[src/rtl/acc_seq_pkg.sv]
// Shared types, defaults and helpers for the accelerometer sample sequencer.
package acc_seq_pkg;

  localparam int unsigned TICK_PERIOD_DEF = 50000;
  localparam int unsigned TIMEOUT_DEF     = 4096;
  localparam logic [7:0]  REG_ADDR_DEF    = 8'h3B;

  typedef enum logic [2:0] {
    ST_IDLE,
    ST_WAIT_TICK,
    ST_START,
    ST_WAIT_DONE,
    ST_PUSH
  } state_e;

  // Clamp a 17-bit signed difference into the signed 16-bit range.
  function automatic logic [15:0] sat16(input logic signed [16:0] v);
    if (v[16] != v[15]) return v[16] ? 16'h8000 : 16'h7FFF;
    return v[15:0];
  endfunction

endpackage

[src/rtl/acc_seq_tick.sv]
// Read-pacing tick: counts 0..TICK_PERIOD-1 while run is high, held at 0 otherwise.
// tick is high in the last count cycle, i.e. the cycle whose edge wraps the counter.
module acc_seq_tick
  import acc_seq_pkg::*;
#(
  parameter int unsigned TICK_PERIOD = TICK_PERIOD_DEF
) (
  input  logic clk,
  input  logic reset,
  input  logic run,
  output logic tick
);

  localparam int unsigned CW = $clog2(TICK_PERIOD);
  localparam logic [CW-1:0] LAST = CW'(TICK_PERIOD - 1);

  logic [CW-1:0] cnt_q, cnt_d;

  always_comb begin
    cnt_d = '0;
    if (run && cnt_q != LAST) cnt_d = cnt_q + 1'b1;
  end

  always_ff @(posedge clk or negedge reset) begin
    if (!reset) cnt_q <= '0;
    else        cnt_q <= cnt_d;
  end

  assign tick = run && (cnt_q == LAST);

endmodule

[src/rtl/acc_sample_sequencer.sv]
// Periodic accelerometer read controller: paced I2C requests, timeout, sample handoff.
// Bias calibration of the delivered samples is built only when ACC_SEQ_CAL_EN is defined.
//
// state        | meaning
// ST_IDLE      | stopped, tick counter cleared
// ST_WAIT_TICK | running, waiting for the next read tick
// ST_START     | one-cycle request pulse to the I2C driver
// ST_WAIT_DONE | waiting for completion, timeout counter running
// ST_PUSH      | sample presented to the estimator until accepted
module acc_sample_sequencer
  import acc_seq_pkg::*;
#(
  parameter int unsigned TICK_PERIOD = TICK_PERIOD_DEF,
  parameter int unsigned TIMEOUT     = TIMEOUT_DEF,
  parameter logic [7:0]  REG_ADDR    = REG_ADDR_DEF,
  parameter int unsigned CAL_LOG2    = 4
) (
  input  logic        clk,
  input  logic        reset,
  input  logic        enable,
  output logic        i2c_start,
  output logic [7:0]  i2c_reg,
  input  logic        i2c_done,
  input  logic [7:0]  i2c_data_hi,
  input  logic [7:0]  i2c_data_lo,
  output logic [15:0] acc_out,
  output logic        acc_valid,
  input  logic        acc_ready,
  output logic        busy,
  output logic        cal_done,
  output logic [7:0]  overrun_cnt,
  output logic [7:0]  timeout_cnt
);

  localparam int unsigned TMO_W = $clog2(TIMEOUT);
  localparam logic [TMO_W-1:0] TMO_LAST = TMO_W'(TIMEOUT - 1);

  if (TICK_PERIOD < 4 || TIMEOUT < 2 || CAL_LOG2 < 1 || CAL_LOG2 > 8) begin : g_param_check
    $error("acc_sample_sequencer: parameter out of range");
  end

  state_e             state_q, state_d;
  logic [TMO_W-1:0]   tmo_q, tmo_d;
  logic [15:0]        acc_out_q, acc_out_d;
  logic [7:0]         ovr_q, ovr_d;
  logic [7:0]         tcnt_q, tcnt_d;
  logic               start_q, valid_q, busy_q;
  logic               run, tick;
  logic signed [15:0] raw;

  assign raw = $signed({i2c_data_hi, i2c_data_lo});
  assign run = (state_q != ST_IDLE);

  acc_seq_tick #(.TICK_PERIOD(TICK_PERIOD)) u_tick (
    .clk  (clk),
    .reset(reset),
    .run  (run),
    .tick (tick)
  );

`ifdef ACC_SEQ_CAL_EN
  localparam int unsigned SW = 16 + CAL_LOG2;
  logic signed [SW-1:0]   sum_q, sum_d, sum_new;
  logic [CAL_LOG2-1:0]    cal_cnt_q, cal_cnt_d;
  logic                   cal_done_q, cal_done_d;
  logic signed [15:0]     bias_q, bias_d;
  logic signed [16:0]     diff;

  assign sum_new = sum_q + SW'(raw);
  assign diff    = 17'(raw) - 17'(bias_q);
`endif

  always_comb begin
    state_d   = state_q;
    tmo_d     = '0;
    acc_out_d = acc_out_q;
    ovr_d     = ovr_q;
    tcnt_d    = tcnt_q;
`ifdef ACC_SEQ_CAL_EN
    sum_d      = sum_q;
    cal_cnt_d  = cal_cnt_q;
    cal_done_d = cal_done_q;
    bias_d     = bias_q;
`endif
    // A tick only advances the FSM from WAIT_TICK; anywhere else it is lost.
    if (tick && state_q != ST_WAIT_TICK && ovr_q != 8'hFF) ovr_d = ovr_q + 8'd1;

    case (state_q)
      ST_IDLE: begin
        if (enable) state_d = ST_WAIT_TICK;
      end
      ST_WAIT_TICK: begin
        if (!enable)   state_d = ST_IDLE;
        else if (tick) state_d = ST_START;
      end
      ST_START: begin
        state_d = ST_WAIT_DONE;
      end
      ST_WAIT_DONE: begin
        tmo_d = tmo_q + 1'b1;
        if (i2c_done) begin
`ifdef ACC_SEQ_CAL_EN
          if (!cal_done_q) begin
            sum_d     = sum_new;
            cal_cnt_d = cal_cnt_q + 1'b1;
            if (&cal_cnt_q) begin
              cal_done_d = 1'b1;
              bias_d     = 16'(sum_new >>> CAL_LOG2);
            end
            state_d = ST_WAIT_TICK;
          end else begin
            acc_out_d = sat16(diff);
            state_d   = ST_PUSH;
          end
`else
          acc_out_d = raw;
          state_d   = ST_PUSH;
`endif
        end else if (tmo_q == TMO_LAST) begin
          if (tcnt_q != 8'hFF) tcnt_d = tcnt_q + 8'd1;
          state_d = ST_WAIT_TICK;
        end
      end
      ST_PUSH: begin
        if (acc_ready) state_d = enable ? ST_WAIT_TICK : ST_IDLE;
      end
      default: state_d = ST_IDLE;
    endcase
  end

  always_ff @(posedge clk or negedge reset) begin
    if (!reset) begin
      state_q   <= ST_IDLE;
      tmo_q     <= '0;
      acc_out_q <= '0;
      ovr_q     <= '0;
      tcnt_q    <= '0;
      start_q   <= 1'b0;
      valid_q   <= 1'b0;
      busy_q    <= 1'b0;
    end else begin
      state_q   <= state_d;
      tmo_q     <= tmo_d;
      acc_out_q <= acc_out_d;
      ovr_q     <= ovr_d;
      tcnt_q    <= tcnt_d;
      start_q   <= (state_d == ST_START);
      valid_q   <= (state_d == ST_PUSH);
      busy_q    <= (state_d != ST_IDLE);
    end
  end

`ifdef ACC_SEQ_CAL_EN
  always_ff @(posedge clk or negedge reset) begin
    if (!reset) begin
      sum_q      <= '0;
      cal_cnt_q  <= '0;
      cal_done_q <= 1'b0;
      bias_q     <= '0;
    end else begin
      sum_q      <= sum_d;
      cal_cnt_q  <= cal_cnt_d;
      cal_done_q <= cal_done_d;
      bias_q     <= bias_d;
    end
  end

  assign cal_done = cal_done_q;
`else
  assign cal_done = 1'b1;
`endif

  assign i2c_start   = start_q;
  assign i2c_reg     = REG_ADDR;
  assign acc_out     = acc_out_q;
  assign acc_valid   = valid_q;
  assign busy        = busy_q;
  assign overrun_cnt = ovr_q;
  assign timeout_cnt = tcnt_q;

endmodule

[config.mk]
export PLATFORM = sky130hd
export DESIGN_NAME = acc_sample_sequencer
export DESIGN_NICKNAME = d
export VERILOG_FILES = /design/src/rtl/acc_seq_pkg.sv /design/src/rtl/acc_seq_tick.sv /design/src/rtl/acc_sample_sequencer.sv
export SDC_FILE = /design/constraint.sdc
export NUM_CORES = 1
export LEC_CHECK = 0
export ABC_AREA = 1
export CORE_ASPECT_RATIO = 1.25
export CORE_MARGIN = 2
export CORE_UTILIZATION = 35
export CTS_BUF_LIST = sky130_fd_sc_hd__clkbuf_4
export DETAILED_ROUTE_END_ITERATION = 8
export GPL_TIMING_DRIVEN = 0
export PLACE_DENSITY = 0.66
export SETUP_SLACK_MARGIN = 0.3
export SLEW_MARGIN = 10
export SYNTH_ARGS = -nofsm -noshare
export SYNTH_HDL_FRONTEND = slang
export SYNTH_SLANG_ARGS = --single-unit
[constraint.sdc]
create_clock -name clk -period 4.31 [get_ports clk]
set_input_delay 0.431 -clock clk [delete_from_list [all_inputs] [get_ports clk]]
set_output_delay 0.431 -clock clk [all_outputs]
set_load 0.05 [all_outputs]
# Yosys cells after proc, flatten, opt, wreduce, memory -nomap -nowiden

Index checks and enable logic that the tools add are counted.
Widths: inputs -> output; s select.

Register bits after elaboration: 66
Input port bits: 21
Output and inout port bits: 44
Logic and storage cells: 45

Equality and inequality tests: 12
Mux-type cells: 10
Bitwise gates (word level): 1
Add/sub/neg operators: 4
Reduce and logical (&&, ||, !) cells: 9

Operator list:

| cell                  | number |
|---|---|
| $mux 3                | 6 |
| $add 16x1->16 const B | 1 |
| $add 8x1->8 const B   | 2 |
| $eq 16x16->1 const B  | 1 |
| $mux 16               | 1 |
| $ne 16x16->1 const B  | 1 |
| $ne 8x8->1 const B    | 2 |
| $pmux 3 s5            | 1 |
| $add 12x1->12 const B | 1 |
| $eq 12x12->1 const B  | 1 |
| $mux 12               | 1 |
| $eq 3x2->1 const B    | 3 |
| $eq 3x3->1 const B    | 2 |
| $reduce_bool 3->1     | 2 |
| $logic_and 1x1->1     | 4 |
| $reduce_and 4->1      | 1 |
| $eq 3x1->1 const B    | 1 |
| $logic_not 3->1       | 1 |
| $ne 3x1->1 const B    | 1 |
| $reduce_and 2->1      | 1 |
| $mux 1                | 1 |
| $not 1->1             | 1 |

# Longest topological paths before layout

Depth after elaboration: 6
Depth in mapped cells: 10
Depth with buffers taken out: 10

# Hierarchy

From an unflattened synthesis, not the netlist that was laid out.

Cell total of the unflattened synthesis: 405
Area total of the unflattened synthesis: 3407.0 µm²

By module, submodules not included:

| module               | sequential area each (µm²) | area an instance (µm²) | cells each | times used |
|---|---|---|---|---|
| acc_sample_sequencer | 1251.2                     | 2519.9                 | 287        | 1 |
| acc_seq_tick         | 400.4                      | 887.1                  | 118        | 1 |

# Worst setup path before layout

Ideal clock, no wire load.

Path kind: reg-to-reg
Start: reg tcnt_q[0], in the netlist timeout_cnt[0]
End: reg tcnt_q[2], in the netlist timeout_cnt[2]
Buffers on the path: 0
Arrival: 1.727 ns
Setup time: 0.074 ns
Stages on the path, launching flop included: 8
Data required time: 4.236 ns
Slack: 2.509 ns
Clock period less this slack: 1.801 ns
Cells stage by stage: dfrtp_1 > ha_1 > nand3_1 > nor2_1 > a31oi_2 > nand2_4 > nand2_1 > o21ai_2

Longest elaborated chain between the ends: 2
Elaborated cells on any way between the ends: 3
Classes of those cells: add/sub (1); eq/ne (1); reduce/logical (1)

Ends and longest elaborated chain:

| what                                                | RTL line                    | source |
|---|---|---|
| start: declaration                                  | acc_sample_sequencer.sv:46  | `logic [7:0] tcnt_q, tcnt_d;` |
| start signal: assignment                            | acc_sample_sequencer.sv:146 | `tcnt_q <= tcnt_d;` |
| branches (longest 2 deep; another with $add 8x1->8) | --                          |  |

Several ways; the timed one is not identified.
A chain may end at the register's enable or synchronous reset.

# Worst setup path in the final report

Start: reg ovr_q[2], in the netlist overrun_cnt[2]
End: out overrun_cnt[2]

RTL lines:

| what                     | RTL line                    | source |
|---|---|---|
| start: declaration       | acc_sample_sequencer.sv:45  | `logic [7:0] ovr_q, ovr_d;` |
| start signal: assignment | acc_sample_sequencer.sv:145 | `ovr_q <= ovr_d;` |
| end: declaration         | acc_sample_sequencer.sv:31  | `output logic [7:0] overrun_cnt,` |

No word-level cell between the ends.

==> impl_results.md <==
- Hold Violations, Final: 0
- Clk_lat worst skew: 420 ps
- Clock Path Buffers: 2
- FILL cells: 913
- Min-delay worst type: input port to asynchronous set/reset pin
- Slew Viols, Final: 0
- CTS sink cnt: 66
- Fin crit share: 49.95%
- Startpoint type of the worst setup path: flip-flop
- Diodes inserted: 0
- Sequential fraction of the synthesis area: 48.46%
- Dpl cell area: 4168 µm²
- Buf/Inv on CP: 1
- Cell area after synthesis: 3408 µm²
- Die height: 114.3 µm
- Remaining Overflow, GRT: 0
- Total number of vias: 2765
- Ports: 65
- RSZ-0062 raised after global routing: false
- Achievable Freq: 0.4645 GHz
- Crit path required time: 3880 ps
- DRT antenna net count: 0
- First-pass GRT wire length: 11.67 mm
- Clock root buffer: clkbuf_4
- Met3 usage: 3.357%
- Fraction of layout cells with a size suffix above 1: 11.68%
- Clock-pin slew on the worst setup and hold paths: 110 ps
- DR vias/cell: 4.631
- CP peak stage delay: 840 ps
- HPWL Detailed: 5.226 mm
- Post-synth EDFFs: 0
- Tmin final: 2153 ps
- Fin area: 4282 µm²
- DIE AREA: 10550 µm²
- TritonCTS buffer count: 9
- Pin count of the biggest net entering global routing: 53
- Crit-path cells: clkdlybuf4s50_1
- Met2 GRT Util: 24.80%
- Drt pass-1 iters: 4
- Worst endpoint data arrival time: 1720 ps
- Final setup viols: 0
- Measured slew at the worst slew-check pin: 526.0 ps
- Mapped Avg Cell Area: 8.717 µm²
- Post-CTS Resized: 0
- Drc violations: 0
- CP Capture Type: output pin
- GPL Wtd Cong: 0.8194
- Initial antenna violation count: 0
- Worst Path Max Fanout: 6
- Hold Slack: 399.0 ps
- Core Footprint: 9559 µm²
- CTS tree: done
- Total track usage: 13.99%
- YS warnings: 0
- Die Width: 92.26 µm
- LEAKAGE: 2.065 nW
- Crit Path Class: flip-flop to output pin
- Final Util: 44.79%
- Rel. slew slack: 64.83%
- Async SR Flop Fraction: 100.0%
- Status: completed
- GR peak layer: met2
- # nets final: 491
- Slowest cell on crit path: clkdlybuf4s50_1
- #FFs+latches synth: 66
- Top delay family on crit path: buffers and inverters
- Initial Util: 35.65%
- Port Buffer Count: 55
- Area growth, synth to finish: 25.62%
- Syn Inst Count: 391
- Post-Route Skew: 10.15 ps
- Max Cap Viol: 0
- Pwr dens: 294.6 nW/µm²
- H-tree depth: 3
- Drt wl/cell: 11.62 µm
- Setup TNS: 0 ps
- Tot Pwr: 1.261 mW
- Vias in the first global route: 2619
- Peak supply drop: 156.6 µV
- Grt met1 use: 15.64%
- Post-Route WL: 6.938 mm
- Prevailing post-synth register cell: dfrtp_1
- Rows: 40
- Drt initial violations: 94
- Synth unique cells: 33
## metal layers
metal  wire (µm)  up-vias
met5           0        -
met4         144        0
met3         201       11
met2        3644       36
met1        2946     1320
li1            -     1398
## worst paths after layout
kind	from	end	slack, ps	depth (start not counted)
setup / recovery	overrun_cnt[2]	overrun_cnt[2]	2160	1
hold / removal	reset	overrun_cnt[6]	400	2
setup reg to reg	tmo_q[0]	timeout_cnt[2]	2620	10
hold reg to reg	u_tick.cnt_q[0]	u_tick.cnt_q[0]	470	1
max in group asynchronous	reset	u_tick.cnt_q[10]	3390	3
min in group clk	u_tick.cnt_q[0]	u_tick.cnt_q[0]	470	1
## cells in the mapped netlist, types with 2 or more instances
library cell | n | area share [%]
nand3_4 | 2 | 1.0
nand3_1 | 22 | 3.2
inv_1 | 43 | 4.7
mux2_2 | 8 | 2.6
dfrtp_1 | 66 | 48
o21ai_0 | 9 | 1.3
conb_1 | 2 | 0.22
nand4_1 | 13 | 2.4
nand2_4 | 2 | 0.66
a211oi_1 | 2 | 0.44
nor2_4 | 3 | 0.99
buf_4 | 9 | 2.0
nand3b_1 | 3 | 0.66
nor3_1 | 11 | 1.6
nand2_1 | 90 | 9.9
nor2_1 | 57 | 6.3
ha_1 | 4 | 1.5
mux2_4 | 8 | 3.5
nor3b_1 | 2 | 0.44
a21oi_1 | 7 | 1.0
xor2_1 | 12 | 3.1
xnor2_1 | 5 | 1.3
## stage by stage
| step | instances | setup WS [ps] |
|---|---|---|
| finish | 597 | 2157 |
| global route | 597 | 2085 |
| CTS | 597 | 2116 |
| detailed placement | 580 | 2399 |
| global placement | 579 | 506.4 |
| floorplan | 398 | 2509 |
## cell usage in the layout (no fill, tap or decap), drive strengths merged
cell,Yosys,routed
a211oi,2,2
a21oi,7,7
a31oi,2,2
and3,1,1
buf,11,13
clkbuf,0,11
clkdlybuf4s50,0,54
clkinv,0,5
conb,2,9
dfrtp,66,66
dlygate4sd3,0,1
ha,4,4
inv,44,44
mux2,16,16
nand2,93,93
nand3,24,24
nand3b,3,3
nand4,14,14
nor2,61,61
nor3,11,11
nor3b,2,2
o21ai,10,10
o31ai,1,1
xnor2,5,5
xor2,12,12
## logic make-up after synthesis
family	count (synthesis)	synth area share (%)
buffers and inverters	55	7.379
adder cells (fa/ha/maj)	4	1.468
multiplexers	16	6.168
XOR/XNOR	17	4.368
AND/OR/NAND/NOR	209	28.12
other	2	0.2203
flip-flops	66	48.46
AO/OA/AOI/OAI	22	3.818
## where the power goes
part,total (mW),switching [mW],internal (mW)
sequential,0.665,0.0163,0.648
clock,0.341,0.217,0.124
combinational,0.256,0.158,0.0975
## area by class of cell
| type | instances | area [µm²] | area share [%] |
|---|---|---|---|
| Clock buffer | 11 | 82.58 | 1.929 |
| Buffer | 11 | 83.83 | 1.958 |
| Timing Repair Buffer | 57 | 585.6 | 13.68 |
| Clock inverter | 5 | 21.27 | 0.4968 |
| Inverter | 44 | 167.7 | 3.916 |
| Multi-Input combinational cell | 277 | 1531 | 35.77 |
| Tap cell | 126 | 157.7 | 3.682 |
| Sequential cell | 66 | 1652 | 38.57 |
## what timing repair did
item / in CTS / in global routing
hold buffers: 1 / 0
hold endpoints to repair: 14 / 0
buffers inserted: 0 / 0
## state kept, by name, indices dropped and copies added (netlist names)
signal and cells:
busy 1, overrun_cnt 8, state_q 3, u_tick.cnt_q 16, tmo_q 12, i2c_start 1, acc_valid 1, acc_out 16
timeout_cnt 8
Note: power is estimated with default switching activity, not from simulation.
